File: config.mk
export PLATFORM = sky130hd
export DESIGN_NAME = tilt_step_gen
export DESIGN_NICKNAME = d
export VERILOG_FILES = /design/src/rtl/tilt_pkg.sv /design/src/rtl/tilt_axis_rate.sv /design/src/rtl/tilt_step_gen.sv
export SDC_FILE = /design/constraint.sdc
export NUM_CORES = 1
export LEC_CHECK = 0
export BUFFER_PORTS_ARGS = -buffer_cell sky130_fd_sc_hd__buf_4
export CAP_MARGIN = 0
export CORE_AREA = 2 2 143 145
export DETAILED_ROUTE_END_ITERATION = 16
export DIE_AREA = 0 0 145 147
export GPL_ROUTABILITY_DRIVEN = 0
export SLEW_MARGIN = 20
export SYNTH_ARGS = -nofsm -noshare
export SYNTH_HDL_FRONTEND = slang
export SYNTH_SLANG_ARGS = --single-unit
File: constraint.sdc
create_clock -name clk -period 7.19 [get_ports clk]
set_input_delay 0 -clock clk [delete_from_list [all_inputs] [get_ports clk]]
set_output_delay 0 -clock clk [all_outputs]
set_load 0.05 [all_outputs]
File: src/rtl/tilt_pkg.sv
// Shared constants and helpers for the tilt-to-step rate generator.
package tilt_pkg;

    // Bit positions inside move_pulses
    localparam int X_NEG = 0;
    localparam int X_POS = 1;
    localparam int Y_NEG = 2;
    localparam int Y_POS = 3;

    // Width of a speed-level field; never narrower than one bit
    function automatic int level_w(input int num_levels);
        return (num_levels > 1) ? $clog2(num_levels) : 1;
    endfunction

    // Step period in clocks for a speed level: base halved per level, floored at 1
    function automatic longint unsigned period_for_level(input longint unsigned base,
                                                         input int level);
        longint unsigned p;
        p = base >> level;
        return (p == 64'd0) ? 64'd1 : p;
    endfunction

    // Convert a raw sample to a sign-extended signed value centred on zero
    function automatic logic signed [31:0] centre_sample(input logic [31:0] data,
                                                         input int data_w,
                                                         input bit offset_binary);
        logic [31:0] mask;
        logic [31:0] msb;
        logic [31:0] v;
        mask = (data_w >= 32) ? 32'hFFFF_FFFF : ((32'd1 << data_w) - 32'd1);
        msb  = 32'd1 << (data_w - 1);
        v    = data & mask;
        if (offset_binary) begin
            v = v ^ msb;
        end
        if ((v & msb) != 32'd0) begin
            v = v | ~mask;
        end
        return signed'(v);
    endfunction

    // Magnitude of a centred value; the most-negative code clips to the positive maximum
    function automatic logic [31:0] sat_mag(input logic signed [31:0] c, input int data_w);
        logic [31:0] lim;
        logic [31:0] m;
        lim = (32'd1 << (data_w - 1)) - 32'd1;
        m   = (c < 0) ? unsigned'(-c) : unsigned'(c);
        return (m > lim) ? lim : m;
    endfunction

endpackage

File: src/rtl/tilt_axis_rate.sv
// One tilt axis: classification register, rate counter and step pulse register.
module tilt_axis_rate
    import tilt_pkg::*;
#(
    parameter int CLK_FREQUENCY_HZ = 100000000,
    parameter int DATA_W           = 8,
    parameter int OFFSET_BINARY    = 1,
    parameter int DEADZONE         = 16,
    parameter int LEVEL_SHIFT      = 4,
    parameter int NUM_LEVELS       = 8,
    parameter int MIN_RATE_HZ      = 16,
    parameter int CNTR_WIDTH       = 32,
    parameter int SIMULATE         = 0,
    parameter int SIMULATE_PERIOD  = 8
) (
    input  logic                          clk,
    input  logic                          reset,
    input  logic                          enable,
    input  logic [DATA_W-1:0]             sample_p1,
    input  logic [1:0]                    blocked,
    output logic [1:0]                    pulses,
    output logic                          active,
    output logic [level_w(NUM_LEVELS)-1:0] level
);

    localparam int LVL_W = level_w(NUM_LEVELS);
    localparam longint unsigned BASE = (SIMULATE != 0)
        ? (64'(SIMULATE_PERIOD) << (NUM_LEVELS - 1))
        : 64'(CLK_FREQUENCY_HZ / MIN_RATE_HZ);

    logic signed [31:0] cen_s;
    logic [31:0]        mag_s;
    logic [31:0]        over_s;
    logic [31:0]        lvl_raw_s;
    logic               act_s;
    logic               neg_s;
    logic [LVL_W-1:0]   lvl_s;

    // Classify the held sample: centre, magnitude, dead zone, speed level, direction
    always_comb begin
        cen_s     = centre_sample(32'(sample_p1), DATA_W, OFFSET_BINARY != 0);
        mag_s     = sat_mag(cen_s, DATA_W);
        act_s     = mag_s > 32'(DEADZONE);
        neg_s     = cen_s < 0;
        over_s    = act_s ? (mag_s - 32'(DEADZONE) - 32'd1) : 32'd0;
        lvl_raw_s = over_s >> LEVEL_SHIFT;
        lvl_s     = (lvl_raw_s > 32'(NUM_LEVELS - 1)) ? LVL_W'(NUM_LEVELS - 1)
                                                      : LVL_W'(lvl_raw_s);
    end

    // ---- stage 2: classification register ----
    logic             act_p2;
    logic             neg_p2;
    logic             restart_p2;
    logic             lvl_up_p2;
    logic [LVL_W-1:0] lvl_p2;

    // Register classification; flag restarts (new activity or reversal) and level rises
    always_ff @(posedge clk) begin
        if (reset) begin
            act_p2     <= 1'b0;
            neg_p2     <= 1'b0;
            restart_p2 <= 1'b0;
            lvl_up_p2  <= 1'b0;
            lvl_p2     <= '0;
        end else begin
            act_p2     <= act_s;
            neg_p2     <= neg_s;
            lvl_p2     <= lvl_s;
            restart_p2 <= act_s && (!act_p2 || (neg_s != neg_p2));
            lvl_up_p2  <= act_s && act_p2 && (lvl_s > lvl_p2);
        end
    end

    // ---- stage 3: rate counter and step pulse ----
    logic [CNTR_WIDTH-1:0] reload;
    logic [CNTR_WIDTH-1:0] cnt_p3;
    logic [1:0]            pulse_p3;

    // Counter reload value for the current level
    always_comb begin
        reload = CNTR_WIDTH'(period_for_level(BASE, int'(lvl_p2)) - 64'd1);
    end

    // Count down to zero, emit one step per period; reload on idle, disable or restart.
    // A faster level cuts a long remaining count short; a slower level lets it run out.
    always_ff @(posedge clk) begin
        if (reset) begin
            cnt_p3   <= '0;
            pulse_p3 <= 2'b00;
        end else begin
            pulse_p3 <= 2'b00;
            if (!act_p2 || !enable || restart_p2) begin
                cnt_p3 <= reload;
            end else if (cnt_p3 == '0) begin
                cnt_p3 <= reload;
                if (neg_p2) begin
                    pulse_p3[0] <= !blocked[0];
                end else begin
                    pulse_p3[1] <= !blocked[1];
                end
            end else if (lvl_up_p2 && (cnt_p3 > reload)) begin
                cnt_p3 <= reload;
            end else begin
                cnt_p3 <= cnt_p3 - CNTR_WIDTH'(1);
            end
        end
    end

    assign pulses = pulse_p3;
    assign active = act_p2;
    assign level  = lvl_p2;

endmodule

File: src/rtl/tilt_step_gen.sv
// Tilt-to-step rate generator: shared sample capture feeding one rate engine per axis.
module tilt_step_gen
    import tilt_pkg::*;
#(
    parameter int CLK_FREQUENCY_HZ = 100000000,
    parameter int NUM_AXES         = 2,
    parameter int DATA_W           = 8,
    parameter int OFFSET_BINARY    = 1,
    parameter int DEADZONE         = 16,
    parameter int LEVEL_SHIFT      = 4,
    parameter int NUM_LEVELS       = 8,
    parameter int MIN_RATE_HZ      = 16,
    parameter int CNTR_WIDTH       = 32,
    parameter int SIMULATE         = 0,
    parameter int SIMULATE_PERIOD  = 8
) (
    input  logic                                   clk,
    input  logic                                   reset,
    input  logic                                   enable,
    input  logic                                   accel_valid,
    input  logic [NUM_AXES*DATA_W-1:0]             accel_data,
    input  logic [2*NUM_AXES-1:0]                  blocked,
    output logic [2*NUM_AXES-1:0]                  move_pulses,
    output logic [NUM_AXES-1:0]                    axis_active,
    output logic [NUM_AXES*level_w(NUM_LEVELS)-1:0] axis_level
);

    localparam int LVL_W = level_w(NUM_LEVELS);
    localparam logic [DATA_W-1:0] CENTRE = (OFFSET_BINARY != 0)
        ? {1'b1, {(DATA_W-1){1'b0}}} : '0;

    // ---- stage 1: sample capture ----
    logic [NUM_AXES*DATA_W-1:0] sample_p1;

    // Capture all axes together on each valid strobe and hold between strobes
    always_ff @(posedge clk) begin
        if (reset) begin
            sample_p1 <= {NUM_AXES{CENTRE}};
        end else if (accel_valid) begin
            sample_p1 <= accel_data;
        end
    end

    // ---- stage 2 onwards: independent per-axis rate engines ----
    for (genvar a = 0; a < NUM_AXES; a++) begin : g_axis
        tilt_axis_rate #(
            .CLK_FREQUENCY_HZ (CLK_FREQUENCY_HZ),
            .DATA_W           (DATA_W),
            .OFFSET_BINARY    (OFFSET_BINARY),
            .DEADZONE         (DEADZONE),
            .LEVEL_SHIFT      (LEVEL_SHIFT),
            .NUM_LEVELS       (NUM_LEVELS),
            .MIN_RATE_HZ      (MIN_RATE_HZ),
            .CNTR_WIDTH       (CNTR_WIDTH),
            .SIMULATE         (SIMULATE),
            .SIMULATE_PERIOD  (SIMULATE_PERIOD)
        ) u_axis (
            .clk       (clk),
            .reset     (reset),
            .enable    (enable),
            .sample_p1 (sample_p1[a*DATA_W +: DATA_W]),
            .blocked   (blocked[2*a +: 2]),
            .pulses    (move_pulses[2*a +: 2]),
            .active    (axis_active[a]),
            .level     (axis_level[a*LVL_W +: LVL_W])
        );
    end

endmodule
Word level (Yosys, flattened, before mapping)
Cells that the tools add are included.
- bits in registers: 98
- input bits: 24
- add/subtract/negate cells: 10
- $lt $le $gt $ge: 12
- equal/unequal tests: 2
- shift-type cells: 2
- muxes and demuxes: 18
- bitwise logic cells: 6
- reduce and logical (&&, ||, !) cells: 29
- operators with widths (operator ; number):
    $mux W32 ; 16
    $sub A32 B1 Y32 const B ; 6
    $logic_not A64 Y1 ; 2
    $shr A23 B3 Y64 const A ; 2
    $gt A32 B32 Y1 ; 2
    $gt A32 B5 Y1 const B ; 2
    $gt A32 B7 Y1 const B ; 2
    $logic_not A32 Y1 ; 2
    $lt A32 B1 Y1 const B ; 2
    $neg A32 Y32 ; 2
    $sub A32 B5 Y32 const B ; 2
    $gt A28 B3 Y1 const B ; 2
    $reduce_or A4 Y1 ; 4
    $logic_and A1 B1 Y1 ; 8
    $logic_not A1 Y1 ; 7
    $gt A3 B3 Y1 ; 2
    $logic_or A1 B1 Y1 ; 6
    $mux W3 ; 2
    $not A1 Y1 ; 6
    $ne A1 B1 Y1 ; 2

Longest topological paths before layout
- depth in word-level cells: 13
- depth in mapped cells: 18
- gate-level depth less buffers: 15

Modules after synthesis
Synthesis repeated with hierarchy kept, for this count alone.
- cells, all modules: 832
- area, all modules: 6875.3 um^2
- by module, submodules not included (module ; times used ; cells each ; area an instance (um^2)):
    tilt_axis_rate at g_axis[1].u_axis ; 1 ; 393 ; 3205.6
    tilt_axis_rate at g_axis[0].u_axis ; 1 ; 387 ; 3086.7
    tilt_step_gen ; 1 ; 52 ; 583.1

Least setup slack after synthesis
OpenSTA, ideal clock, no wires.
- path type: register to register
- start point: reg g_axis[1].u_axis.lvl_p2[2]
- end point: reg g_axis[1].u_axis.cnt_p3[0]
- data arrival time: 3871 ps
- path slack: 3231 ps
- cell stages (with the launch flop): 18
- cell sequence: dfxtp_1 clkbuf_1 clkbuf_1 nor2_1 nand2_1 ha_1 nor3_1 a211oi_1 a21oi_1 a21oi_1 ha_1 and4_1 a311oi_1 o31a_1 clkbuf_1 buf_2 nor4_1 a311oi_2
- cells in the longest elaborated chain, start to end: 9
- RTL lines (item ; line ; RTL):
    start: declaration ; tilt_axis_rate.sv:56 ; logic [LVL_W-1:0] lvl_p2;
    start signal: assignment ; tilt_axis_rate.sv:69 ; lvl_p2 <= lvl_s;
    $shr A23 B3 Y64 * ; tilt_pkg.sv:19 ; p = base >> level;
    $logic_not A64 Y1 ; tilt_pkg.sv:20 ; return (p == 64'd0) ? 64'd1 : p;
    $mux W32 * ; tilt_pkg.sv:20 ;
    $sub A32 B1 Y32 * ; tilt_axis_rate.sv:82 ; reload = CNTR_WIDTH'(period_for_level(BASE, int'(lvl_p2)) - 64'd1);
    $gt A32 B32 Y1 ; tilt_axis_rate.sv:102 ; end else if (lvl_up_p2 && (cnt_p3 > reload)) begin
    $logic_and A1 B1 Y1 ; tilt_axis_rate.sv:102 ;
    $mux W32 ; tilt_axis_rate.sv:102 ;
    $mux W32 ; tilt_axis_rate.sv:95 ; end else if (cnt_p3 == '0) begin
    $mux W32 * ; tilt_axis_rate.sv:93 ; if (!act_p2 || !enable || restart_p2) begin
    end signal: assignment ; tilt_axis_rate.sv:94 ; cnt_p3 <= reload;
    end signal: assignment ; tilt_axis_rate.sv:96 ; cnt_p3 <= reload;
    end signal: assignment ; tilt_axis_rate.sv:103 ; cnt_p3 <= reload;
    end: declaration ; tilt_axis_rate.sv:77 ; logic [CNTR_WIDTH-1:0] cnt_p3;
Mark *: on every way between the ends. The rest lies on a longest branch, timed or not.
A chain may end at the register's enable or synchronous reset.

Worst setup path after layout
- start point: reg g_axis[0].u_axis.lvl_p2[2]
- end point: reg g_axis[0].u_axis.cnt_p3[3]
- cells in the longest elaborated chain, start to end: 9
- RTL lines (item ; line):
    start: declaration ; tilt_axis_rate.sv:56
    start signal: assignment ; tilt_axis_rate.sv:69
    $shr A23 B3 Y64 * ; tilt_pkg.sv:19
    $logic_not A64 Y1 ; tilt_pkg.sv:20
    $mux W32 * ; tilt_pkg.sv:20
    $sub A32 B1 Y32 * ; tilt_axis_rate.sv:82
    $gt A32 B32 Y1 ; tilt_axis_rate.sv:102
    $logic_and A1 B1 Y1 ; tilt_axis_rate.sv:102
    $mux W32 ; tilt_axis_rate.sv:102
    $mux W32 ; tilt_axis_rate.sv:95
    $mux W32 * ; tilt_axis_rate.sv:93
    end signal: assignment ; tilt_axis_rate.sv:94
    end signal: assignment ; tilt_axis_rate.sv:96
    end signal: assignment ; tilt_axis_rate.sv:103
    end: declaration ; tilt_axis_rate.sv:77
Marks and branches as above.

==> impl_metrics.tcl <==
set metrics [dict create \
    layout_min_cycle_time_ns 4.79 \
    grtUsageMet2 0.262 \
    relSlewSlack 0.349 \
    h-tree-depth 3 \
    rsz0062_at_grt "false" \
    synth-edff-count 0 \
    p_leak_nw 3.14 \
    insertion_delay_ns 0.35 \
    synth_cell_types 70 \
    path_clk_slew_ns 0.08 \
    cp-start-kind "flip-flop" \
    drive_above_1_share 0.106 \
    portBuffers 35 \
    syn_area_per_cell_um2 8.43 \
    grt_start_max_net_pins 58 \
    multi_input_area_um2 4590 \
    period_share 0.667 \
    r2r-start "g_axis[0].u_axis.level[2]" \
    synth_async_sr_flop_share 0 \
    grtUsageMet3 0.0227 \
    power_density_nw_per_um2 204 \
    min-delay-path-class "input pin to flip-flop" \
    grt_pass1_vias 5552 \
    final_cell_area_um2 7790 \
    cts_sinks 98 \
    grt_pass1_wl_um 28200 \
    die_y_um 147 \
    ys_seq_elements 98 \
    yosys.area.top_type "dfxtp_1" \
    cp-end-kind "flip-flop" \
    root_buffer "clkbuf_16" \
    status "complete, no violations" \
    crit_fanout 16 \
    rrSetupSlack_ns 2.40 \
    slew_violations 0 \
    start_util 0.344 \
    worst_pin_slew_ns 0.974 \
    fillers 2015 \
    dpl.hpwl_um 12700 \
    whs_path_depth 3 \
    numCtsBuffers 9 \
    final_hold_viol_count 0 \
    n_antenna_cell 0 \
    postPlaceCellArea_um2 7290 \
    dieWidth_um 145 \
    cts_tree "built" \
    ctsResizeCount 0 \
    synthTopCellsByArea "dfxtp_1 29%, ha_1 11%, nor2_1 6.7%" \
    wl_um 16900 \
    reg2reg_to "g_axis[0].u_axis.cnt_p3[3]" \
    setup_viol 0 \
    ir_drop_mv 0.128 \
    seq_area_frac_synth 0.287 \
    drc 0 \
    rows 52 \
    r2r_cells 16 \
    cp.arrival_ns 5.04 \
    crit_path_start "g_axis[0].u_axis.level[2]" \
    synth_warnings 0 \
    num_io_pins 36 \
    maxCapViolCount 0 \
    core_um2 19800 \
    post_cts_buffers 0 \
    vias 5943 \
    yosysTopAreaCellShare 0.287 \
    syn_inst 810 \
    worstPathRequired_ns 7.44 \
    cts_buffer_depth 2 \
    syn_area_um2 6830 \
    seqCellArea_um2 1960 \
    grt_overflow 0 \
    ctsHoldBuffers 20 \
    fin_nets 930 \
    min-delay-start "accel_valid" \
    grt_use_met1 0.218 \
    globalRoute.busiestLayer "met2" \
    grt.total_usage 0.161 \
    drtPass1Iterations 5 \
    setup_ws_ns 2.40 \
    crit_type "flip-flop to flip-flop" \
    antenna_found_initial 0 \
    vias_per_cell 5.31 \
    first_iter_violations 319 \
    ys.flop_type "dfxtp_1" \
    antenna_left 0 \
    area_growth_pct 14.1 \
    finClkSkew_ns 0.00826 \
    max_freq_ghz 0.209 \
    wl_per_cell_um 15.1 \
    preCtsSetupSlack_ns 2.42 \
    die-area_um2 21300 \
    min_to "sample_p1[15]" \
    tns_ns 0 \
]
-- kinds of logic (layout without fill, tap and decap cells) --
| kind of cell | Yosys count | count (layout) | share of synthesized area |
|---|---|---|---|
| AO/OA/AOI/OAI | 153 | 153 | 0.154 |
| XOR/XNOR | 60 | 60 | 0.0770 |
| adder cells (fa/ha/maj) | 62 | 62 | 0.114 |
| buffers and inverters | 65 | 103 | 0.0403 |
| flip-flops | 98 | 98 | 0.287 |
| multiplexers | 43 | 43 | 0.0676 |
| other | 1 | 2 | 0.000549 |
| AND/OR/NAND/NOR | 328 | 328 | 0.260 |
-- power by group --
group | switching, mW | leakage, nW | internal (mW)
clock | 0.230 | 0.151 | 0.273
combinational | 0.243 | 2.18 | 0.188
sequential | 0.0668 | 0.808 | 0.586
-- layout make-up --
class | instances | area share
timing repair buffer | 59 | 0.0633
clock buffer | 9 | 0.0289
tap | 270 | 0.0434
sequential | 98 | 0.252
clock inverter | 7 | 0.00964
multi-input combinational | 648 | 0.590
inverter | 28 | 0.0135
-- cell usage in the layout, fill, tap and decap left out, types with 8 or more instances in the layout --
master,synthesis,layout
a211oi_1,17,17
a21oi_1,51,51
and4_1,10,10
buf_4,3,39
clkbuf_16,0,9
dfxtp_1,98,98
dlygate4sd3_1,0,20
ha_1,62,62
inv_1,25,25
mux2_1,20,20
mux2i_1,18,18
nand2_1,37,37
nand3_1,13,13
nand4_1,13,13
nor2_1,121,121
nor3_1,25,25
nor4_1,35,35
o21ai_0,19,19
o31ai_1,9,9
or3_1,9,9
or4_1,8,8
xnor2_1,37,37
xor2_1,23,23
-- flip-flops by register name (all words and copies together), names as in the netlist --
name / cells
g_axis.u_axis.cnt_p3: 64
sample_p1: 16
g_axis.u_axis.level: 6
g_axis.u_axis.pulses: 4
g_axis.u_axis.active: 2
g_axis.u_axis.lvl_up_p2: 2
g_axis.u_axis.neg_p2: 2
g_axis.u_axis.restart_p2: 2
-- cell usage after synthesis (6+ instances only) --
master / n
nor2_1: 121
dfxtp_1: 98
ha_1: 62
a21oi_1: 51
nand2_1: 37
xnor2_1: 37
nor4_1: 35
clkbuf_1: 26
inv_1: 25
nor3_1: 25
xor2_1: 23
mux2_1: 20
o21ai_0: 19
mux2i_1: 18
a211oi_1: 17
nand3_1: 13
nand4_1: 13
and4_1: 10
o31ai_1: 9
or3_1: 9
or4_1: 8
a31oi_1: 7
nor2b_1: 7
nor3b_1: 6
o211ai_1: 6
or2_2: 6
-- per-stage QoR --
stage / instances / total power, mW / hold WS, ns / util
after detailed placement: 1083 / 1.09 / 0.165 / 0.367
final: 1119 / 1.59 / 0.0714 / 0.393
after global placement: 1083 / 1.08 / 0.161 / 0.367
after floorplan: 811 / 0.974 / 0.0761 / -
after global routing: 1119 / 1.68 / 0.0783 / 0.393
after CTS: 1119 / 1.60 / 0.0657 / 0.393
-- how the worst max path moves through the flow --
stage,end,slack (ns),cells past startpoint
2_1_floorplan,g_axis[1].u_axis.cnt_p3[0],3.23,17
3_3_place_gp,g_axis[0].u_axis.cnt_p3[2],2.64,16
3_5_place_dp,g_axis[0].u_axis.cnt_p3[3],2.42,16
4_1_cts,g_axis[0].u_axis.cnt_p3[10],2.43,16
5_1_grt,g_axis[0].u_axis.cnt_p3[9],2.01,16
6_report,g_axis[0].u_axis.cnt_p3[3],2.40,16
-- layer usage --
layer | share of wire | wire length [µm] | vias up
li1 | - | - | 3040
met1 | 0.49 | 8290 | 2783
met2 | 0.45 | 7710 | 98
met3 | 0.034 | 575 | 22
met4 | 0.021 | 363 | 0
met5 | 0 | 0 | -
-- critical path: stages (launching register included) --
cell and delay (ns):
dfxtp_1 0.71, inv_1 0.29, nor2_1 0.29, nand2_1 0.13, ha_1 0.27, nor3_1 0.15, a211oi_1 0.07, a21oi_1 0.14
a21oi_1 0.08, ha_1 0.34, nand4_1 0.09, nor4_1 0.33, nand2_1 0.09, and3_1 0.22, nor4_4 0.79, buf_4 0.35
mux2_2 0.35
(Power assumes the default switching activity.)
